### src/rtl/mips_bus_mem_ctrl_if.sv
// CPU-side bus of the MIPS memory controller: request, byte lanes, stall and read return.
interface mips_bus_mem_ctrl_if;
   logic [31:0] address;
   logic        read;
   logic        write;
   logic [31:0] writedata;
   logic [3:0]  byteenable;
   logic        waitrequest;
   logic [31:0] readdata;

   modport master (
      output address, read, write, writedata, byteenable,
      input  waitrequest, readdata
   );

   modport slave (
      input  address, read, write, writedata, byteenable,
      output waitrequest, readdata
   );
endinterface

### src/rtl/mips_bus_mem_ctrl.sv
// Bridges a stalling MIPS CPU bus onto separate stack and program RAMs, with optional
// wait states, read-modify-write for partial stores and a saturating bad-request counter.
module mips_bus_mem_ctrl #(
   parameter int unsigned WAIT_STATES  = 1,
   parameter logic [31:0] PROG_BASE    = 32'hBFC0_0000,
   parameter int unsigned REGION_WORDS = 4096
) (
   input  logic               clk,
   input  logic               reset,
   mips_bus_mem_ctrl_if.slave bus,
   output logic [11:0]        stack_addr,
   output logic [11:0]        prog_addr,
   output logic               stack_read,
   output logic               stack_write,
   output logic               prog_read,
   output logic               prog_write,
   output logic [31:0]        ram_writedata,
   input  logic [31:0]        stack_readdata,
   input  logic [31:0]        prog_readdata,
   output logic [7:0]         err_count,
   output logic               busy
);

   localparam logic [32:0] REGION_BYTES = 33'(REGION_WORDS) << 2;
   localparam logic [32:0] PROG_LO      = {1'b0, PROG_BASE};
   localparam logic [32:0] PROG_HI      = PROG_LO + REGION_BYTES;
   localparam logic [3:0]  WAIT_INIT    = 4'(WAIT_STATES);

   typedef enum logic [2:0] {IDLE, WAIT, ACCESS, CAPTURE, MERGE, DONE} state_t;

   state_t      state;
   state_t      next_state;
   logic [3:0]  wait_cnt;
   logic [31:0] addr_q;
   logic [31:0] wdata_q;
   logic [3:0]  be_q;
   logic        op_read_q;
   logic        op_write_q;
   logic [31:0] merged_q;
   logic [31:0] readdata_q;
   logic [7:0]  err_q;

   logic        request;
   logic        in_stack;
   logic        in_prog;
   logic        bad_req;
   logic        full_write;
   logic        zero_write;
   logic        needs_read;
   logic        strobe_rd;
   logic        strobe_wr;
   logic [31:0] ram_rdata;
   logic [31:0] merge_word;

   assign request = bus.read | bus.write;

   // Decode always works from the latched request so the CPU may change its inputs mid-transfer.
   always_comb begin
      in_stack   = {1'b0, addr_q} < REGION_BYTES;
      in_prog    = ({1'b0, addr_q} >= PROG_LO) && ({1'b0, addr_q} < PROG_HI);
      bad_req    = (op_read_q & op_write_q) | ~(in_stack | in_prog);
      full_write = (be_q == 4'hF);
      zero_write = (be_q == 4'h0);
      needs_read = op_read_q | ~(full_write | zero_write);
      ram_rdata  = in_stack ? stack_readdata : prog_readdata;
      merge_word = ram_rdata;
      for (int i = 0; i < 4; i++) begin
         if (be_q[i]) begin
            merge_word[8*i +: 8] = wdata_q[8*i +: 8];
         end
      end
   end

   always_ff @(posedge clk or negedge reset) begin
      if (!reset) begin
         state <= IDLE;
      end else begin
         state <= next_state;
      end
   end

   always_comb begin
      next_state = state;
      strobe_rd  = 1'b0;
      strobe_wr  = 1'b0;
      case (state)
         IDLE: begin
            if (request) begin
               next_state = (WAIT_INIT != 4'd0) ? WAIT : ACCESS;
            end
         end
         WAIT: begin
            if (wait_cnt <= 4'd1) begin
               next_state = ACCESS;
            end
         end
         ACCESS: begin
            if (bad_req) begin
               next_state = DONE;
            end else if (needs_read) begin
               strobe_rd  = 1'b1;
               next_state = CAPTURE;
            end else begin
               strobe_wr  = full_write;
               next_state = DONE;
            end
         end
         CAPTURE: begin
            next_state = op_read_q ? DONE : MERGE;
         end
         MERGE: begin
            strobe_wr  = 1'b1;
            next_state = DONE;
         end
         DONE: begin
            next_state = IDLE;
         end
         default: begin
            next_state = IDLE;
         end
      endcase
   end

   // Request capture, wait countdown, error accounting and read/merge data registers.
   always_ff @(posedge clk or negedge reset) begin
      if (!reset) begin
         wait_cnt   <= 4'd0;
         addr_q     <= 32'd0;
         wdata_q    <= 32'd0;
         be_q       <= 4'd0;
         op_read_q  <= 1'b0;
         op_write_q <= 1'b0;
         merged_q   <= 32'd0;
         readdata_q <= 32'd0;
         err_q      <= 8'd0;
      end else begin
         case (state)
            IDLE: begin
               if (request) begin
                  addr_q     <= bus.address;
                  wdata_q    <= bus.writedata;
                  be_q       <= bus.byteenable;
                  op_read_q  <= bus.read;
                  op_write_q <= bus.write;
                  wait_cnt   <= WAIT_INIT;
               end
            end
            WAIT: begin
               if (wait_cnt != 4'd0) begin
                  wait_cnt <= wait_cnt - 4'd1;
               end
            end
            ACCESS: begin
               if (bad_req) begin
                  if (err_q != 8'hFF) begin
                     err_q <= err_q + 8'd1;
                  end
                  if (op_read_q) begin
                     readdata_q <= 32'd0;
                  end
               end
            end
            CAPTURE: begin
               if (op_read_q) begin
                  readdata_q <= ram_rdata;
               end else begin
                  merged_q <= merge_word;
               end
            end
            default: begin
            end
         endcase
      end
   end

   assign stack_read    = strobe_rd & in_stack;
   assign prog_read     = strobe_rd & in_prog;
   assign stack_write   = strobe_wr & in_stack;
   assign prog_write    = strobe_wr & in_prog;
   assign stack_addr    = addr_q[13:2];
   assign prog_addr     = addr_q[13:2];
   assign ram_writedata = (state == MERGE) ? merged_q : wdata_q;

   assign bus.waitrequest = request & (state != DONE);
   assign bus.readdata    = readdata_q;
   assign err_count       = err_q;
   assign busy            = (state != IDLE);

endmodule

### src/flat_wrapper.sv
// flat-port wrapper written by rule: the top's interface ports become plain ports
module mips_bus_mem_ctrl_flat 
#(
   parameter int unsigned WAIT_STATES  = 1,
   parameter logic [31:0] PROG_BASE    = 32'hBFC0_0000,
   parameter int unsigned REGION_WORDS = 4096
)
  (clk, reset, stack_addr, prog_addr, stack_read, stack_write, prog_read, prog_write, ram_writedata, stack_readdata, prog_readdata, err_count, busy, bus_address, bus_read, bus_write, bus_writedata, bus_byteenable, bus_waitrequest, bus_readdata);
  mips_bus_mem_ctrl_if bus_i ();
  input  logic clk;
  input  logic reset;
  output logic [11:0] stack_addr;
  output logic [11:0] prog_addr;
  output logic stack_read;
  output logic stack_write;
  output logic prog_read;
  output logic prog_write;
  output logic [31:0] ram_writedata;
  input  logic [31:0] stack_readdata;
  input  logic [31:0] prog_readdata;
  output logic [7:0] err_count;
  output logic busy;
  input wire logic [$bits(bus_i.address)-1:0] bus_address;
  input wire logic [$bits(bus_i.read)-1:0] bus_read;
  input wire logic [$bits(bus_i.write)-1:0] bus_write;
  input wire logic [$bits(bus_i.writedata)-1:0] bus_writedata;
  input wire logic [$bits(bus_i.byteenable)-1:0] bus_byteenable;
  output wire logic [$bits(bus_i.waitrequest)-1:0] bus_waitrequest;
  output wire logic [$bits(bus_i.readdata)-1:0] bus_readdata;
  assign bus_i.address = bus_address;
  assign bus_i.read = bus_read;
  assign bus_i.write = bus_write;
  assign bus_i.writedata = bus_writedata;
  assign bus_i.byteenable = bus_byteenable;
  assign bus_waitrequest = bus_i.waitrequest;
  assign bus_readdata = bus_i.readdata;
  mips_bus_mem_ctrl #(.WAIT_STATES(WAIT_STATES), .PROG_BASE(PROG_BASE), .REGION_WORDS(REGION_WORDS)) u_core (.clk(clk), .reset(reset), .bus(bus_i), .stack_addr(stack_addr), .prog_addr(prog_addr), .stack_read(stack_read), .stack_write(stack_write), .prog_read(prog_read), .prog_write(prog_write), .ram_writedata(ram_writedata), .stack_readdata(stack_readdata), .prog_readdata(prog_readdata), .err_count(err_count), .busy(busy));
endmodule
### config.mk
export PLATFORM = sky130hd
export DESIGN_NAME = mips_bus_mem_ctrl_flat
export DESIGN_NICKNAME = d
export VERILOG_FILES = /design/src/rtl/mips_bus_mem_ctrl_if.sv /design/src/rtl/mips_bus_mem_ctrl.sv /design/src/flat_wrapper.sv
export SDC_FILE = /design/constraint.sdc
export NUM_CORES = 1
export LEC_CHECK = 0
export CORE_UTILIZATION = 47
export CTS_CLUSTER_SIZE = 20
export DETAILED_ROUTE_END_ITERATION = 8
export GPL_ROUTABILITY_DRIVEN = 0
export PLACE_DENSITY = 0.84
export SYNTH_ARGS = -nofsm -noshare
export SYNTH_HDL_FRONTEND = slang
export SYNTH_SLANG_ARGS = --single-unit
### constraint.sdc
create_clock -name clk -period 3.4 [get_ports clk]
set_clock_uncertainty 0.2 [all_clocks]
set_input_delay 0.68 -clock clk [delete_from_list [all_inputs] [get_ports clk]]
set_output_delay 0.68 -clock clk [all_outputs]
set_load 0.02 [all_outputs]
==> results of run 1 <==
-- worst min-delay path by stage --
| stage | depth (start not counted) | to | startpoint | slack (ns) |
|---|---|---|---|---|
| 5_1_grt | 2 | u_core.merged_q[21]$_DFFE_PN0P_ | u_core.merged_q[21]$_DFFE_PN0P_ | 0.30 |
| 3_5_place_dp | 2 | u_core.op_write_q$_DFFE_PN0P_ | u_core.op_write_q$_DFFE_PN0P_ | 0.27 |
| 3_3_place_gp | 2 | u_core.op_write_q$_DFFE_PN0P_ | u_core.op_write_q$_DFFE_PN0P_ | 0.26 |
| 6_report | 2 | u_core.merged_q[12]$_DFFE_PN0P_ | u_core.merged_q[12]$_DFFE_PN0P_ | 0.29 |
| 4_1_cts | 2 | u_core.merged_q[18]$_DFFE_PN0P_ | u_core.merged_q[18]$_DFFE_PN0P_ | 0.29 |
| 2_1_floorplan | 0 | u_core.addr_q[10]$_DFFE_PN0P_ | reset | 0.18 |
-- metrics by stage --
stage                     TNS, ns  util, %  area, µm²  setup slack, ns  instances
after floorplan                 0        -       7700            0.346        684
after global placement          0     63.6      10100            0.167       1082
after detailed placement        0     63.6      10100            0.118       1082
after CTS                       0     67.7      10800           0.0102       1115
after global routing      -0.0336     67.8      10800          -0.0200       1116
final                           0     67.8      10800           0.0666       1116
-- area by class of cell --
cell class | count | share of cell area [%]
Timing Repair Buffer | 258 | 24.0
Clock buffer | 18 | 4.07
Clock inverter | 14 | 1.86
Sequential cell | 147 | 34.1
Multi-Input combinational cell | 456 | 33.3
Antenna cell | 1 | 0.0232
Tap cell | 216 | 2.50
Inverter | 6 | 0.208
-- power breakdown --
part	leakage (nW)	switching [mW]	internal [mW]
Sequential	1.82	0.572	2.55
Clock	0.313	0.784	1.26
Combinational	2.25	2.16	2.37
Total	4.38	3.52	6.18
-- worst max-delay path, cell delays in order, from the launching register on --
cell and delay [ns]:
dfrtp_1 0.52, nor3b_2 0.32, buf_6 0.26, mux2_2 0.36
clkdlybuf4s50_1 0.58
-- logic make-up after synthesis --
logic type	after synthesis	synth area share, %
AOI/OAI and AO/OA	80	7.31
xor gates and xnor gates	9	1.02
adders and majority gates	4	0.650
buffers and inverters	81	5.96
DFF	147	47.8
muxes	163	24.8
and+or+nand+nor	200	12.5
-- registers in the layout, summed over array words and instances (netlist names), 3 cells and up --
register	count
u_core.bus.readdata	32
u_core.merged_q	32
u_core.wdata_q	32
u_core.addr_q	30
u_core.err_count	8
u_core.be_q	4
u_core.wait_cnt	4
u_core.state	3
-- per-layer routing --
layer | wire length (µm) | share of wire [%] | vias to the layer above | GRT usage (%)
met2 | 10600 | 51 | 212 | 42.7
met3 | 1000 | 4.8 | 35 | 4.31
met5 | 0 | 0 | - | 0
met1 | 8900 | 42 | 3128 | 32.2
met4 | 505 | 2.4 | 0 | 11.3
li1 | - | - | 2864 | -
-- cells in the final DEF, fill, tap and decap left out, types with 17 or more instances in the layout --
cell             netlist  layout
clkdlybuf4s50_1        0     230
dfrtp_1              147     147
nand2_1              111     110
mux2_2               101     101
nand4_1               37      37
mux2i_1               32      32
o221ai_1              32      32
mux2_4                30      30
o21ai_1               17      17
clkbuf_16              0      17
-- what timing repair did --
item	4_1_cts	5_1_grt
setup endpoints to repair	4	29
hold buffers	1	0
pin swaps	0	3
resized for setup	9	3
hold endpoints to repair	33	0
==> flow_metrics.py, run 1 <==
metrics = {
    "setup_path": {
        "crit_path_end": "ram_writedata[31]",
        "start_kind": "flop",
        "r2r_start": "u_core.addr_q[18]$_DFFE_PN0P_",
        "r2r_end": "u_core.merged_q[30]$_DFFE_PN0P_",
        "ff2ff_setup_slack_ns": 0.63,
        "worstPathMaxFanout": 19,
        "worstRegToRegCells": 7,
        "worstPathRequired_ns": 2.52,
        "startpoint": "u_core.state[0]$_DFFE_PN0P_",
        "critPathArrivalTime_ns": 2.45,
        "end_kind": "output port",
        "critPathKind": "reg2out",
    },
    "routing": {
        "route.detailed.drc": 0,
        "first_pass_iters": 4,
        "vias": 6239,
        "ant_nets": 0,
        "wl_um": 21000,
        "avgViaCountPerCell": 5.59,
        "drt_iter0_drc": 337,
        "wl_per_cell_um": 18.8,
    },
    "synth": {
        "synth-seq-cells": 147,
        "ys_types": 42,
        "yosys_warnings": 0,
        "netlist_top_cells_count": "147 x dfrtp_1, 111 x nand2_1, 101 x mux2_2, 37 x clkbuf_1, 37 x nand4_1",
        "ys_seq_area_share_pct": 47.8,
        "synth_nets": 824,
        "syn_area_per_cell_um2": 11.3,
        "ys.flop_type": "dfrtp_1",
        "synth-edff-count": 0,
        "synth_area_leaders": "dfrtp_1 48%, mux2_2 15%, mux2_4 5.8%, nand2_1 5.4%, mux2i_1 4.2%",
        "synth_top_area_share_pct": 47.8,
        "synth_most_common_cell": "dfrtp_1",
        "syn_area_um2": 7700,
        "synthCells": 684,
        "synthArstFlopShare_pct": 100,
        "yosys.area.top_type": "dfrtp_1",
    },
    "global_routing": {
        "grt_pass1_vias": 6331,
        "overflow": 0,
        "track_usage_pct": 25.4,
        "grt_max_degree": 75,
        "grt_pass1_wl_um": 32700,
        "antenna_found_initial": 1,
    },
    "power": {
        "p_per_area_nw_per_um2": 897,
        "power_leakage_nw": 4.38,
        "power_mw": 9.69,
        "worst_ir_drop_vdd_uv": 484,
    },
    "clock_network": {
        "cts.htree.levels": 4,
        "path_clk_slew_ns": 0.06,
        "cts_setup_buffers": 0,
        "cts_tree": "built",
        "clockRootBuffer": "clkbuf_16",
        "clock_path_buffers": 2,
        "clk_latency_ns": 0.41,
        "numCtsBuffers": 17,
        "cts_sinks": 147,
    },
    "sta": {
        "finalHoldViolations": 0,
        "finalCritPeriodShare_pct": 98.0,
        "timing.fmax_mhz": 300,
        "worst_pin_slew_ns": 0.674,
        "finalSetupViolCount": 0,
        "holdWs_ns": 0.286,
        "rsz0062_at_grt": "true",
        "fin_crit_ns": 3.33,
        "slew_headroom_pct": 55.1,
        "slew_violations": 0,
    },
    "layout": {
        "regArea_um2": 3680,
        "multi_input_area_um2": 3600,
        "area.growth.synth_to_final_pct": 40.3,
        "fillers": 1152,
        "fin_nets": 1026,
        "final_layout_size_suffix_gt1_share_pct": 22.5,
    },
    "die": {
        "core.rowCount": 46,
        "ios": 238,
        "initial_core_util_pct": 48.3,
        "fp.dieW_um": 130,
        "die_area_um2": 16900,
        "core_um2": 15900,
        "fp.dieH_um": 130,
    },
    "status": {
        "run_status": "finished clean",
    },
    "worst_hold_path": {
        "min_path_type": "reg2reg",
    },
    "placement": {
        "hpwl_um": 14600,
        "portBuffers": 235,
    },
    "job": {
        "maxCapViolCount": 0,
    },
}
Power figures use the tool's default switching activity.
==> run 2: changes to the inputs <==
--- a/config.mk
+++ b/config.mk
@@ -5,11 +5,13 @@
 export SDC_FILE = /design/constraint.sdc
 export NUM_CORES = 1
 export LEC_CHECK = 0
-export CORE_UTILIZATION = 47
+export ABC_CLOCK_PERIOD_IN_PS = 3400
+export CORE_UTILIZATION = 62
 export CTS_CLUSTER_SIZE = 20
 export DETAILED_ROUTE_END_ITERATION = 8
+export DONT_BUFFER_PORTS = 1
 export GPL_ROUTABILITY_DRIVEN = 0
-export PLACE_DENSITY = 0.84
+export PLACE_DENSITY = 0.82
 export SYNTH_ARGS = -nofsm -noshare
 export SYNTH_HDL_FRONTEND = slang
 export SYNTH_SLANG_ARGS = --single-unit
==> run 2 against run 1 <==
  * The run now ends with hold timing, setup timing left
  * Worst hold slack lost 0.53 ns
  * Fmax shrank 3.2%
  * Clock-buffer cell count grew 2
  * Critical path depth grew 2
  * Combinational power shrank 40%
  * Register-to-register slack lost 0.43 ns
  * Global-route usage grew 3.7 points
  * Critical endpoint is now stack_read
  * Largest power group is now registers
  * Highest routed layer unchanged
==> flow_metrics.py, run 2 (same netlist as run 1, synthesis figures left out) <==
metrics = {
    "routing": {
        "first_pass_iters": 5,
        "route.detailed.drc": 0,
        "avgViaCountPerCell": 6.53,
        "vias": 5410,
        "wl_um": 18300,
        "drt_iter0_drc": 432,
        "ant_nets": 0,
        "wl_per_cell_um": 22.1,
    },
    "clock_network": {
        "cts.htree.levels": 4,
        "cts_tree": "built",
        "clk_latency_ns": 0.42,
        "numCtsBuffers": 17,
        "path_clk_slew_ns": 0.06,
        "clock_path_buffers": 2,
        "clockRootBuffer": "clkbuf_16",
        "cts_sinks": 147,
    },
    "setup_path": {
        "worstPathRequired_ns": 2.52,
        "worstPathCellList": "or4_4 > nor4_4 > nor2b_2 > o2111ai_2 > nor2_1 > buf_4",
        "critPathArrivalTime_ns": 2.56,
        "start_kind": "flop",
        "worstPathMaxFanout": 7,
        "critical_path.max_stage_delay_ns": 0.55,
        "end_kind": "output port",
        "worst-path-buf-inv": 1,
        "critPathKind": "reg2out",
        "critPathSlowestCell": "or4_4",
        "critical_path.top_delay_family": "simple AND/OR/NAND/NOR gates",
    },
    "layout": {
        "fin_nets": 788,
        "final_layout_size_suffix_gt1_share_pct": 30.1,
        "diodes": 0,
        "fillers": 840,
        "postLayoutCoreUtil_pct": 68.9,
        "area.growth.synth_to_final_pct": 7.90,
        "layout_common_cells": "147 x dfrtp_1, 110 x nand2_1, 101 x mux2_2",
        "final_common_cell": "dfrtp_1",
    },
    "status": {
        "run_status": "complete, but fails checks",
        "violations": "hold timing, setup timing",
    },
    "power": {
        "power_leakage_nw": 3.44,
        "power_mw": 8.28,
        "worst_ir_drop_vdd_uv": 594,
        "p_per_area_nw_per_um2": 996,
    },
    "sta": {
        "setup_ws_ns": -0.0435,
        "slew_headroom_pct": 22.2,
        "timing.fmax_mhz": 290,
        "rsz0062_at_grt": "true",
        "finalSetupViolCount": 1,
        "worst_pin_slew_ns": 1.16,
        "slew_violations": 0,
        "finalHoldViolations": 147,
        "finalSetupTns_ns": -0.0435,
        "finalCritPeriodShare_pct": 101,
        "fin_crit_ns": 3.44,
        "holdWs_ns": -0.244,
    },
    "die": {
        "die_area_um2": 12900,
        "ios": 238,
        "core.rowCount": 40,
        "fp.dieW_um": 113,
        "core_um2": 12100,
        "initial_core_util_pct": 63.8,
        "fp.dieH_um": 113,
    },
    "global_routing": {
        "grt_pass1_wl_um": 29000,
        "grt_pass1_vias": 5738,
        "track_usage_pct": 29.1,
        "grt_max_degree": 148,
        "antenna_found_initial": 0,
        "overflow": 0,
    },
    "job": {
        "maxCapViolCount": 0,
    },
    "worst_hold_path": {
        "min_path_type": "in2async",
    },
    "placement": {
        "portBuffers": 0,
        "dpl_worst_slack_ns": 0.320,
        "hpwl_um": 12500,
    },
}
==> run 2: path summary, 6_finish.rpt <==
kind	startpoint	to	slack, ns	cells past startpoint
worst max-delay path	u_core.addr_q[17]$_DFFE_PN0P_	stack_read	-0.04	6
worst min-delay path	reset	u_core.addr_q[5]$_DFFE_PN0P_	-0.24	0
worst max register to register	u_core.addr_q[24]$_DFFE_PN0P_	u_core.bus.readdata[8]$_DFFE_PN0P_	0.20	8
worst min register to register	u_core.op_write_q$_DFFE_PN0P_	u_core.op_write_q$_DFFE_PN0P_	0.28	2
max in group asynchronous	reset	u_core.bus.readdata[7]$_DFFE_PN0P_	3.11	0
min in group clk	bus_write	u_core.op_write_q$_DFFE_PN0P_	0.20	2
==> run 2: metrics by stage <==
step	instance area (µm²)	cells
detailed placement	7640	793
finish	8310	829
CTS	8260	825
floorplan	7700	684
global route	8310	829
global placement	7640	793
==> run 2: cell type report <==
class	count	area (µm²)	area share, %
well taps	168	210	2.53
inverters	6	22.5	0.271
clock buffers	20	467	5.62
multi-input cells	456	3610	43.4
repair buffers	20	170	2.05
clock inverters	12	154	1.85
flip-flops and latches	147	3680	44.3
==> run 2: routing by layer <==
layer | track usage [%] | vias to the layer above | wire (µm) | part of all wire [%]
li1 | - | 2373 | - | -
met1 | 33.2 | 2759 | 7000 | 38
met2 | 51.5 | 237 | 9700 | 53
met3 | 7.97 | 41 | 1230 | 6.7
met4 | 12.2 | 0 | 357 | 2.0
met5 | 0 | - | 0 | 0
==> run 2: timing repair <==
| action | in CTS | in global routing |
|---|---|---|
| endpoints found under the hold margin | 147 | 147 |
| setup endpoints to repair | 2 | 2 |
| gates resized for setup | 0 | 5 |
| pin swaps | 2 | 7 |
| setup buffers | 0 | 4 |
| cloned | 0 | 0 |
==> run 2: where the power goes <==
group / total [mW] / switching [mW] / internal, mW
Clock: 1.95 / 0.741 / 1.21
Combinational: 2.70 / 1.41 / 1.29
Sequential: 3.63 / 1.08 / 2.54
==> run 3: changes to the inputs <==
--- a/config.mk
+++ b/config.mk
@@ -5,13 +5,14 @@
 export SDC_FILE = /design/constraint.sdc
 export NUM_CORES = 1
 export LEC_CHECK = 0
-export ABC_CLOCK_PERIOD_IN_PS = 3400
-export CORE_UTILIZATION = 62
+export ABC_CLOCK_PERIOD_IN_PS = 3100
+export CORE_UTILIZATION = 58
 export CTS_CLUSTER_SIZE = 20
 export DETAILED_ROUTE_END_ITERATION = 8
 export DONT_BUFFER_PORTS = 1
 export GPL_ROUTABILITY_DRIVEN = 0
-export PLACE_DENSITY = 0.82
+export PLACE_DENSITY = 0.8
+export SKIP_LAST_GASP = 1
 export SYNTH_ARGS = -nofsm -noshare
 export SYNTH_HDL_FRONTEND = slang
 export SYNTH_SLANG_ARGS = --single-unit
==> constraint.sdc (replaced) <==
create_clock -name clk -period 3.1 [get_ports clk]
set_clock_uncertainty 0.2 [all_clocks]
set_input_delay 0.62 -clock clk [delete_from_list [all_inputs] [get_ports clk]]
set_output_delay 0.62 -clock clk [all_outputs]
set_load 0.02 [all_outputs]
==> run 3 against run 2 <==
  * The run still ends with hold timing, setup timing left
  * Clock power increased by 3%
  * Core utilization decreased by 3.4 points
  * Worst hold slack got worse by 0.064 ns
  * Via count increased by 0.35%
  * First-iteration DRC count decreased by 22%
  * Flip-flop and latch count unchanged
  * Register-to-register slack improved by 0.23 ns
  * Global-route usage decreased by 1.5 points
  * Non-clock buffer count increased by 10
  * Sequential power increased by 6.6%
  * Sequential share of layout area decreased by 0.30 points
  * Total power increased by 9.4%
  * Critical path type unchanged
  * Critical endpoint unchanged
==> flow_metrics.py, run 3 (same netlist as run 1, synthesis figures left out) <==
metrics = {
    "global_routing": {
        "use_met3_pct": 8.55,
        "grt_max_degree": 148,
        "grt_pass1_wl_um": 28000,
        "grt_pass1_vias": 5451,
        "overflow": 0,
        "antenna_found_initial": 1,
        "track_usage_pct": 27.6,
        "grt.busiest_layer": "met2",
        "grt_use_met1_pct": 32.7,
        "use_met2_pct": 45.7,
    },
    "layout": {
        "postLayoutCoreUtil_pct": 65.5,
        "fin_nets": 798,
        "layout.cells.non_filler": 844,
        "multi_input_area_um2": 3610,
        "area.growth.synth_to_final_pct": 8.64,
        "layout_common_cells": "147 x dfrtp_1, 110 x nand2_1, 101 x mux2_2",
        "final_common_cell": "dfrtp_1",
        "final_layout_size_suffix_gt1_share_pct": 31.3,
        "regArea_um2": 3680,
        "fillers": 936,
    },
    "routing": {
        "wl_um": 18800,
        "wl_per_cell_um": 22.3,
        "route.detailed.drc": 0,
        "avgViaCountPerCell": 6.43,
        "ant_nets": 0,
        "first_pass_iters": 5,
        "drt_iter0_drc": 338,
        "vias": 5429,
    },
    "setup_path": {
        "end_kind": "output port",
        "critPathArrivalTime_ns": 2.28,
        "critical_path.max_stage_delay_ns": 0.55,
        "critPathKind": "reg2out",
        "worstPathCellList": "or4_4 > nor4_4 > nor2b_2 > o2111ai_2 > nor2_1 > buf_4",
        "start_kind": "flop",
        "worstPathRequired_ns": 2.28,
        "worstPathMaxFanout": 4,
        "critPathSlowestCell": "or4_4",
    },
    "die": {
        "core_um2": 12800,
        "fp.dieW_um": 117,
        "initial_core_util_pct": 60.3,
        "die_area_um2": 13700,
        "core.rowCount": 41,
        "ios": 238,
        "fp.dieH_um": 117,
    },
    "sta": {
        "finalHoldViolations": 147,
        "rsz0062_at_grt": "true",
        "holdWs_ns": -0.308,
        "worst_pin_slew_ns": 0.665,
        "setup_ws_ns": -0.00354,
        "slew_headroom_pct": 55.3,
        "finalCritPeriodShare_pct": 100,
        "finalSetupViolCount": 1,
        "slew_violations": 0,
        "fin_crit_ns": 3.10,
        "timing.fmax_mhz": 322,
    },
    "clock_network": {
        "numCtsBuffers": 17,
        "cts.htree.levels": 4,
        "clk_latency_ns": 0.42,
        "path_clk_slew_ns": 0.07,
        "cts_tree": "built",
        "cts_sinks": 147,
        "clockRootBuffer": "clkbuf_16",
        "clock_path_buffers": 2,
    },
    "placement": {
        "portBuffers": 0,
        "place_inst": 804,
        "hpwl_um": 12800,
        "dpl_worst_slack_ns": 0.186,
    },
    "power": {
        "worst_ir_drop_vdd_uv": 645,
        "power_leakage_nw": 3.46,
        "p_per_area_nw_per_um2": 1080,
        "power_mw": 9.06,
    },
    "worst_hold_path": {
        "min_path_type": "in2async",
    },
    "status": {
        "run_status": "complete, but fails checks",
        "violations": "hold timing, setup timing",
    },
    "job": {
        "maxCapViolCount": 0,
    },
}
[run 3: changes by cell type in the layout (fill, tap and decap cells not counted), sizes merged]
cell and delta:
buf +10, bufinv -2, clkbuf -3, clkinv -3, clkinvlp +2, diode +1
inv +6
[run 3: through the flow]
stage | cell area [µm²] | setup TNS (ns)
after floorplan | 7700 | 0
after detailed placement | 7720 | 0
after global routing | 8370 | -0.309
final | 8370 | -0.00354
after CTS | 8340 | -0.00940
after global placement | 7720 | 0
[run 3: worst paths after layout]
path | endpoint | slack, ns | cells past startpoint | start
worst max register to register | u_core.bus.readdata[30]$_DFFE_PN0P_ | 0.43 | 7 | u_core.addr_q[27]$_DFFE_PN0P_
min in group clk | u_core.wdata_q[14]$_DFFE_PN0P_ | 0.14 | 1 | bus_writedata[14]
worst min-delay path | u_core.addr_q[7]$_DFFE_PN0P_ | -0.31 | 0 | reset
max in group asynchronous | u_core.wdata_q[31]$_DFFE_PN0P_ | 2.70 | 0 | reset
worst max-delay path | stack_read | -0.004 | 6 | u_core.addr_q[18]$_DFFE_PN0P_
worst min register to register | u_core.merged_q[23]$_DFFE_PN0P_ | 0.29 | 2 | u_core.merged_q[23]$_DFFE_PN0P_
[run 3: repair_timing]
item | CTS | global route
resized for setup | 3 | 2
endpoints found under the setup margin | 4 | 23
setup buffers | 5 | 2
gates cloned | 0 | 0
endpoints found under the hold margin | 147 | 147
pin swaps | 4 | 1
[run 3: layout make-up]
class / count / area share, %
inverters: 6 / 0.269
multi-input cells: 456 / 43.1
well taps: 172 / 2.57
flip-flops and latches: 147 / 44.0
clock buffers: 17 / 5.09
repair buffers: 30 / 3.14
diodes: 1 / 0.0299
clock inverters: 15 / 1.78
[run 3: critical path: cells and delay by family, from the launching register on]
family,cells,cell delay (ns)
simple gates,4,1.18
flops,1,0.38
buf+inv,1,0.15
compound gates,1,0.15
[run 3: report_power, final]
part           switching (mW)  leakage (nW)  internal [mW]  total (mW)
combinational            1.69          1.38           1.50        3.19
sequential               1.08          1.82           2.79        3.87
clock                   0.877         0.266           1.13        2.00
[run 3: metal layers]
metal,vias up,routed length (µm)
met4,0,533
met1,2715,7320
li1,2396,-
met5,-,0
met2,275,9490
met3,43,1460
==> edit 1: new RTL, flow settings as in run 2 <==
Put one more register stage on the output `err_count`. The value now appears one clock later. The other outputs are not delayed to match.
--- a/src/rtl/mips_bus_mem_ctrl.sv
+++ b/src/rtl/mips_bus_mem_ctrl.sv
@@ -183,7 +183,9 @@
 
    assign bus.waitrequest = request & (state != DONE);
    assign bus.readdata    = readdata_q;
-   assign err_count       = err_q;
+   always_ff @(posedge clk) begin
+      err_count <= err_q;
+   end
    assign busy            = (state != IDLE);
 
 endmodule
Check against the original RTL: not equivalent (Yosys sat finds a counterexample within 4 cycles, from zero or initial values and one cycle with reset low).
==> edit 1 against run 2 <==
The run ends with hold timing left; clock power down 5%; sequential cell count grew 8; setup slack better by 0.15 ns; count of clock-buffer cells in the layout decreased by 1; cell area is 0.68% higher; largest power group unchanged; synthesized area increased by 1.7%; synthesized cell count up 0.58%; total power is 2.1% lower; wire length decreased by 1.0%; critical endpoint is now prog_read.
==> edit 1: results (changes against run 2) <==
{| class="wikitable"
! Metric !! Value
|-
| Headroom to the max-slew limit || 45.1% (was 22.2%)
|-
| Dpl cell area || 7760 sq um (was 7640 sq um)
|-
| Initial antenna violation count || 1 (was 0)
|-
| Syn nets || 828 (was 824)
|-
| Top cells by count, synth || sky130_fd_sc_hd__dfrtp_1, sky130_fd_sc_hd__nand2_1, sky130_fd_sc_hd__mux2_2 (unchanged)
|-
| Signal arrival time at the worst endpoint || 2.41 ns (was 2.56 ns)
|-
| Final hold viol count || 147 (unchanged)
|-
| Depth of the worst register-to-register path || 6 (was 8)
|-
| Non-Clock Inverter Count || 5 (was 6)
|-
| Placed wire-length estimate || 12700 microns (was 12500 microns)
|-
| Area of the multi-input gates || 3570 sq um (was 3610 sq um)
|-
| First DRT Iteration DRCs || 428 (was 432)
|-
| Seq area share || 45.9% (was 44.3%)
|-
| Non-Clock Buffer Area Fraction || 1.68% (was 2.05%)
|-
| Share of cells above drive strength 1 || 28.9% (was 30.1%)
|-
| Setup slack, reg-to-reg || 0.54 ns (was 0.20 ns)
|-
| Minimum hold slack || -0.238 ns (was -0.244 ns)
|-
| Sum of routed wire length over all layers || 18100 microns (was 18300 microns)
|-
| Violations in the final reports || hold timing (was hold timing, setup timing)
|-
| Outcome || finished, violations left (unchanged)
|-
| R2r endpoint || u_core.bus.readdata[7]$_DFFE_PN0P_ (was u_core.bus.readdata[8]$_DFFE_PN0P_)
|-
| End point of the critical path || prog_read (was stack_read)
|-
| Static leakage power || 3.41 nW (was 3.44 nW)
|-
| Combined global-route utilization of all metal layers || 28.2% (was 29.1%)
|-
| Layout clock buffer count || 19 (was 20)
|-
| Net Sw Frac || 38.7% (was 39.0%)
|-
| Start point of the critical path || u_core.addr_q[27]$_DFFE_PN0P_ (was u_core.addr_q[17]$_DFFE_PN0P_)
|-
| Number of inserted filler cells in the final layout || 885 (was 840)
|-
| Flip-flop and latch count after synthesis || 155 (was 147)
|-
| Highest ir drop seen on vdd || 723 uV (was 594 uV)
|-
| Layout clock area frac || 7.00% (was 7.47%)
|-
| Vias in the first global route || 5434 (was 5738)
|-
| First-pass GRT wire length || 27900 microns (was 29000 microns)
|-
| Critical path's slowest cell || sky130_fd_sc_hd__or4_1 (was sky130_fd_sc_hd__or4_4)
|-
| Number of combinational gates with multiple inputs || 452 (was 456)
|}
[edit 1: cell count changes in the layout (fill, tap and decap cells not counted), moves of 3 or more]
cell                       before  now
sky130_fd_sc_hd__dfxtp_1        0    8
sky130_fd_sc_hd__xnor2_1        3    7
sky130_fd_sc_hd__o21ai_1       17    0
sky130_fd_sc_hd__o21ai_0       16   33
sky130_fd_sc_hd__a21oi_1        6    2
sky130_fd_sc_hd__nor2_1        13   10
sky130_fd_sc_hd__xor2_1         6    2
sky130_fd_sc_hd__nand3b_1       1    4
[edit 1: cells by family (layout without fill, tap and decap cells)]
group           count (synthesis)  count (layout)  synth area share [%]
compound gates                 77              77                  7.02
mux                           163             163                  24.4
simple gates                  199             199                  12.4
xor+xnor                        9               9                  1.01
buf+inv                        81              54                  5.55
flops                         155             155                  49.0
fa+ha+maj                       4               4                 0.639
[edit 1: metal layers]
metal / track usage, % / routed length (microns) / vias up
met5: 0 / 13 / -
li1: - / - / 2378
met1: 33.9 / 7150 / 2654
met3: 8.95 / 1530 / 34
met4: 11.3 / 352 / 2
met2: 47.3 / 9060 / 250
[edit 1: power groups by stage]
stage          sequential (mW)  clock, mW  combinational, mW
2_1_floorplan             3.15          0               2.75
3_3_place_gp              3.57          0               2.50
3_5_place_dp              3.63          0               2.62
4_1_cts                   3.62       1.89               2.63
5_1_grt                   3.72       1.96               2.82
6_report                  3.63       1.85               2.62
[edit 1: metrics by stage]
step	worst slack, ns	std cells
after floorplan	0.293	688
after global placement	0.407	795
after detailed placement	0.336	795
final	0.108	829
after global routing	0.00139	829
after CTS	0.0797	829
[edit 1: timing repair]
item / CTS / global route
endpoints found under the setup margin: 3 / 0
setup buffers: 2 / 0
hold endpoints to repair: 147 / 147
==> edit 2: new RTL, config.mk and constraints of run 2 <==
Made on the original files. `REGION_WORDS` is set to 4096 in 2 places; all go to 2048.
--- a/src/rtl/mips_bus_mem_ctrl.sv
+++ b/src/rtl/mips_bus_mem_ctrl.sv
@@ -3,7 +3,7 @@
 module mips_bus_mem_ctrl #(
    parameter int unsigned WAIT_STATES  = 1,
    parameter logic [31:0] PROG_BASE    = 32'hBFC0_0000,
-   parameter int unsigned REGION_WORDS = 4096
+   parameter int unsigned REGION_WORDS = 2048
 ) (
    input  logic               clk,
    input  logic               reset,
--- a/src/flat_wrapper.sv
+++ b/src/flat_wrapper.sv
@@ -3,7 +3,7 @@
 #(
    parameter int unsigned WAIT_STATES  = 1,
    parameter logic [31:0] PROG_BASE    = 32'hBFC0_0000,
-   parameter int unsigned REGION_WORDS = 4096
+   parameter int unsigned REGION_WORDS = 2048
 )
   (clk, reset, stack_addr, prog_addr, stack_read, stack_write, prog_read, prog_write, ram_writedata, stack_readdata, prog_readdata, err_count, busy, bus_address, bus_read, bus_write, bus_writedata, bus_byteenable, bus_waitrequest, bus_readdata);
   mips_bus_mem_ctrl_if bus_i ();
Formal check against the unedited RTL: not equivalent (Yosys sat finds a counterexample within 4 cycles, from zero or initial values and one cycle with reset low).
==> edit 2 against run 2 <==
The run ends with hold timing left; clock power decreased by 4%; synthesized area increased by 0.23%; setup slack improved by 0.14 ns; cell area decreased by 0.15%; worst hold slack improved by 0.011 ns; core utilization decreased by 0.10 points; wire length decreased by 8.1%; sequential cell count unchanged; register-to-register slack improved by 0.41 ns; via count decreased by 6.8%; total power decreased by 1.2%; critical path type unchanged; largest cell class unchanged; highest routed layer unchanged.
==> edit 2: results (changes against run 2) <==
{| class="wikitable"
! Metric !! Value
|-
| Met3 capacity usage during global routing || 8.34% (was 7.97%)
|-
| Final hold viol count || 147 (unchanged)
|-
| Top cells by count, synth || sky130_fd_sc_hd__dfrtp_1, sky130_fd_sc_hd__nand2_1, sky130_fd_sc_hd__mux2_2 (unchanged)
|-
| Met2 demand-to-capacity share in global routing || 44.8% (was 51.5%)
|-
| Outcome || finished, violations left (unchanged)
|-
| Total via count after detailed routing || 5040 (was 5410)
|-
| Pre-CTS worst setup slack || 0.533 ns (was 0.320 ns)
|-
| Number of standard cells after synthesis || 674 (was 684)
|-
| Minimum hold slack || -0.233 ns (was -0.244 ns)
|-
| Grt met1 use || 32.2% (was 33.2%)
|-
| Vias in the first global route || 5326 (was 5738)
|-
| Final layout net count || 779 (was 788)
|-
| Syn nets || 814 (was 824)
|-
| Number of unique standard cell types used by synthesis || 44 (was 42)
|-
| Dpl cell area || 7680 sq um (was 7640 sq um)
|-
| First DRT Iteration DRCs || 260 (was 432)
|-
| Highest ir drop seen on vdd || 535 uV (was 594 uV)
|-
| Headroom to the max-slew limit || 47.0% (was 22.2%)
|-
| Worst skew pair latency || 0.41 ns
|-
| Stage delay of the slowest cell on the critical path || 0.56 ns
|-
| Post-synthesis sequential area ratio || 47.7% (was 47.8%)
|-
| Violations in the final reports || hold timing (was hold timing, setup timing)
|-
| WL/cell || 20.5 microns (was 22.1 microns)
|-
| Placed cell count || 786 (was 793)
|-
| Largest fanout of any net on the critical path || 4 (was 7)
|-
| First-pass GRT wire length || 26400 microns (was 29000 microns)
|-
| Share of cells above drive strength 1 || 29.6% (was 30.1%)
|-
| Static leakage power || 3.99 nW (was 3.44 nW)
|-
| Via-to-Cell Ratio || 6.15 (was 6.53)
|}
edit 2: cell types whose count changed in the layout (fill, tap and decap cells not counted), sizes merged, moves of 3 or more:
cell | before | now
buf | 20 | 15
xnor2 | 3 | 0
clkinv | 5 | 8
xor2 | 6 | 9
nand2 | 111 | 146
nand4 | 37 | 3
o21ai | 33 | 3
mux2i | 32 | 64
a21oi | 6 | 2
edit 2: logic make-up after synthesis:
kind of cell	share of synthesized area, %
fa+ha+maj	0.649
xor+xnor	1.02
buf+inv	5.14
simple gates	11.5
mux	28.9
compound gates	5.12
flops	47.7
edit 2: path summary, 6_finish.rpt:
path | startpoint | to | slack, ns | depth (start not counted)
setup / recovery | u_core.addr_q[30]$_DFFE_PN0P_ | stack_read | 0.09 | 6
hold / removal | reset | u_core.bus.readdata[25]$_DFFE_PN0P_ | -0.23 | 0
setup reg to reg | u_core.addr_q[30]$_DFFE_PN0P_ | u_core.merged_q[30]$_DFFE_PN0P_ | 0.61 | 7
hold reg to reg | u_core.merged_q[30]$_DFFE_PN0P_ | u_core.merged_q[30]$_DFFE_PN0P_ | 0.29 | 2
max in group asynchronous | reset | u_core.be_q[3]$_DFFE_PN0P_ | 2.99 | 0
min in group clk | bus_write | u_core.op_write_q$_DFFE_PN0P_ | 0.22 | 2
edit 2: power groups by stage:
stage               Combinational [mW]  Clock (mW)  Sequential (mW)
finish                            2.71        1.88             3.58
global route                      2.94        1.99             3.70
CTS                               2.74        1.92             3.58
detailed placement                2.73           0             3.59
global placement                  2.59           0             3.54
floorplan                         2.75           0             3.17
edit 2: timing repair:
item | CTS | global route
buffers inserted | 0 | 2
endpoints found under the hold margin | 147 | 147
resized for setup | 0 | 0
setup endpoints to repair | 0 | 1
edit 2: area by class of cell:
class	count	area [sq um]
clock buffers	19	443
inverters	5	18.8
repair buffers	15	113
clock inverters	13	160
well taps	168	210
flip-flops and latches	147	3680
fillers	866	3770
multi-input cells	453	3670
edit 2: layer usage:
layer,vias to the layer above,share of wire [%]
met3,34,7.9
met1,2492,40
met4,0,2.4
li1,2293,-
met2,221,50
met5,-,0
edit 2: per-stage QoR:
step	setup TNS [ns]	hold WS [ns]
final	0	-0.233
after detailed placement	0	0.187
after global routing	-0.0137	-0.262
after global placement	0	0.187
after floorplan	0	0.184
after CTS	0	-0.258
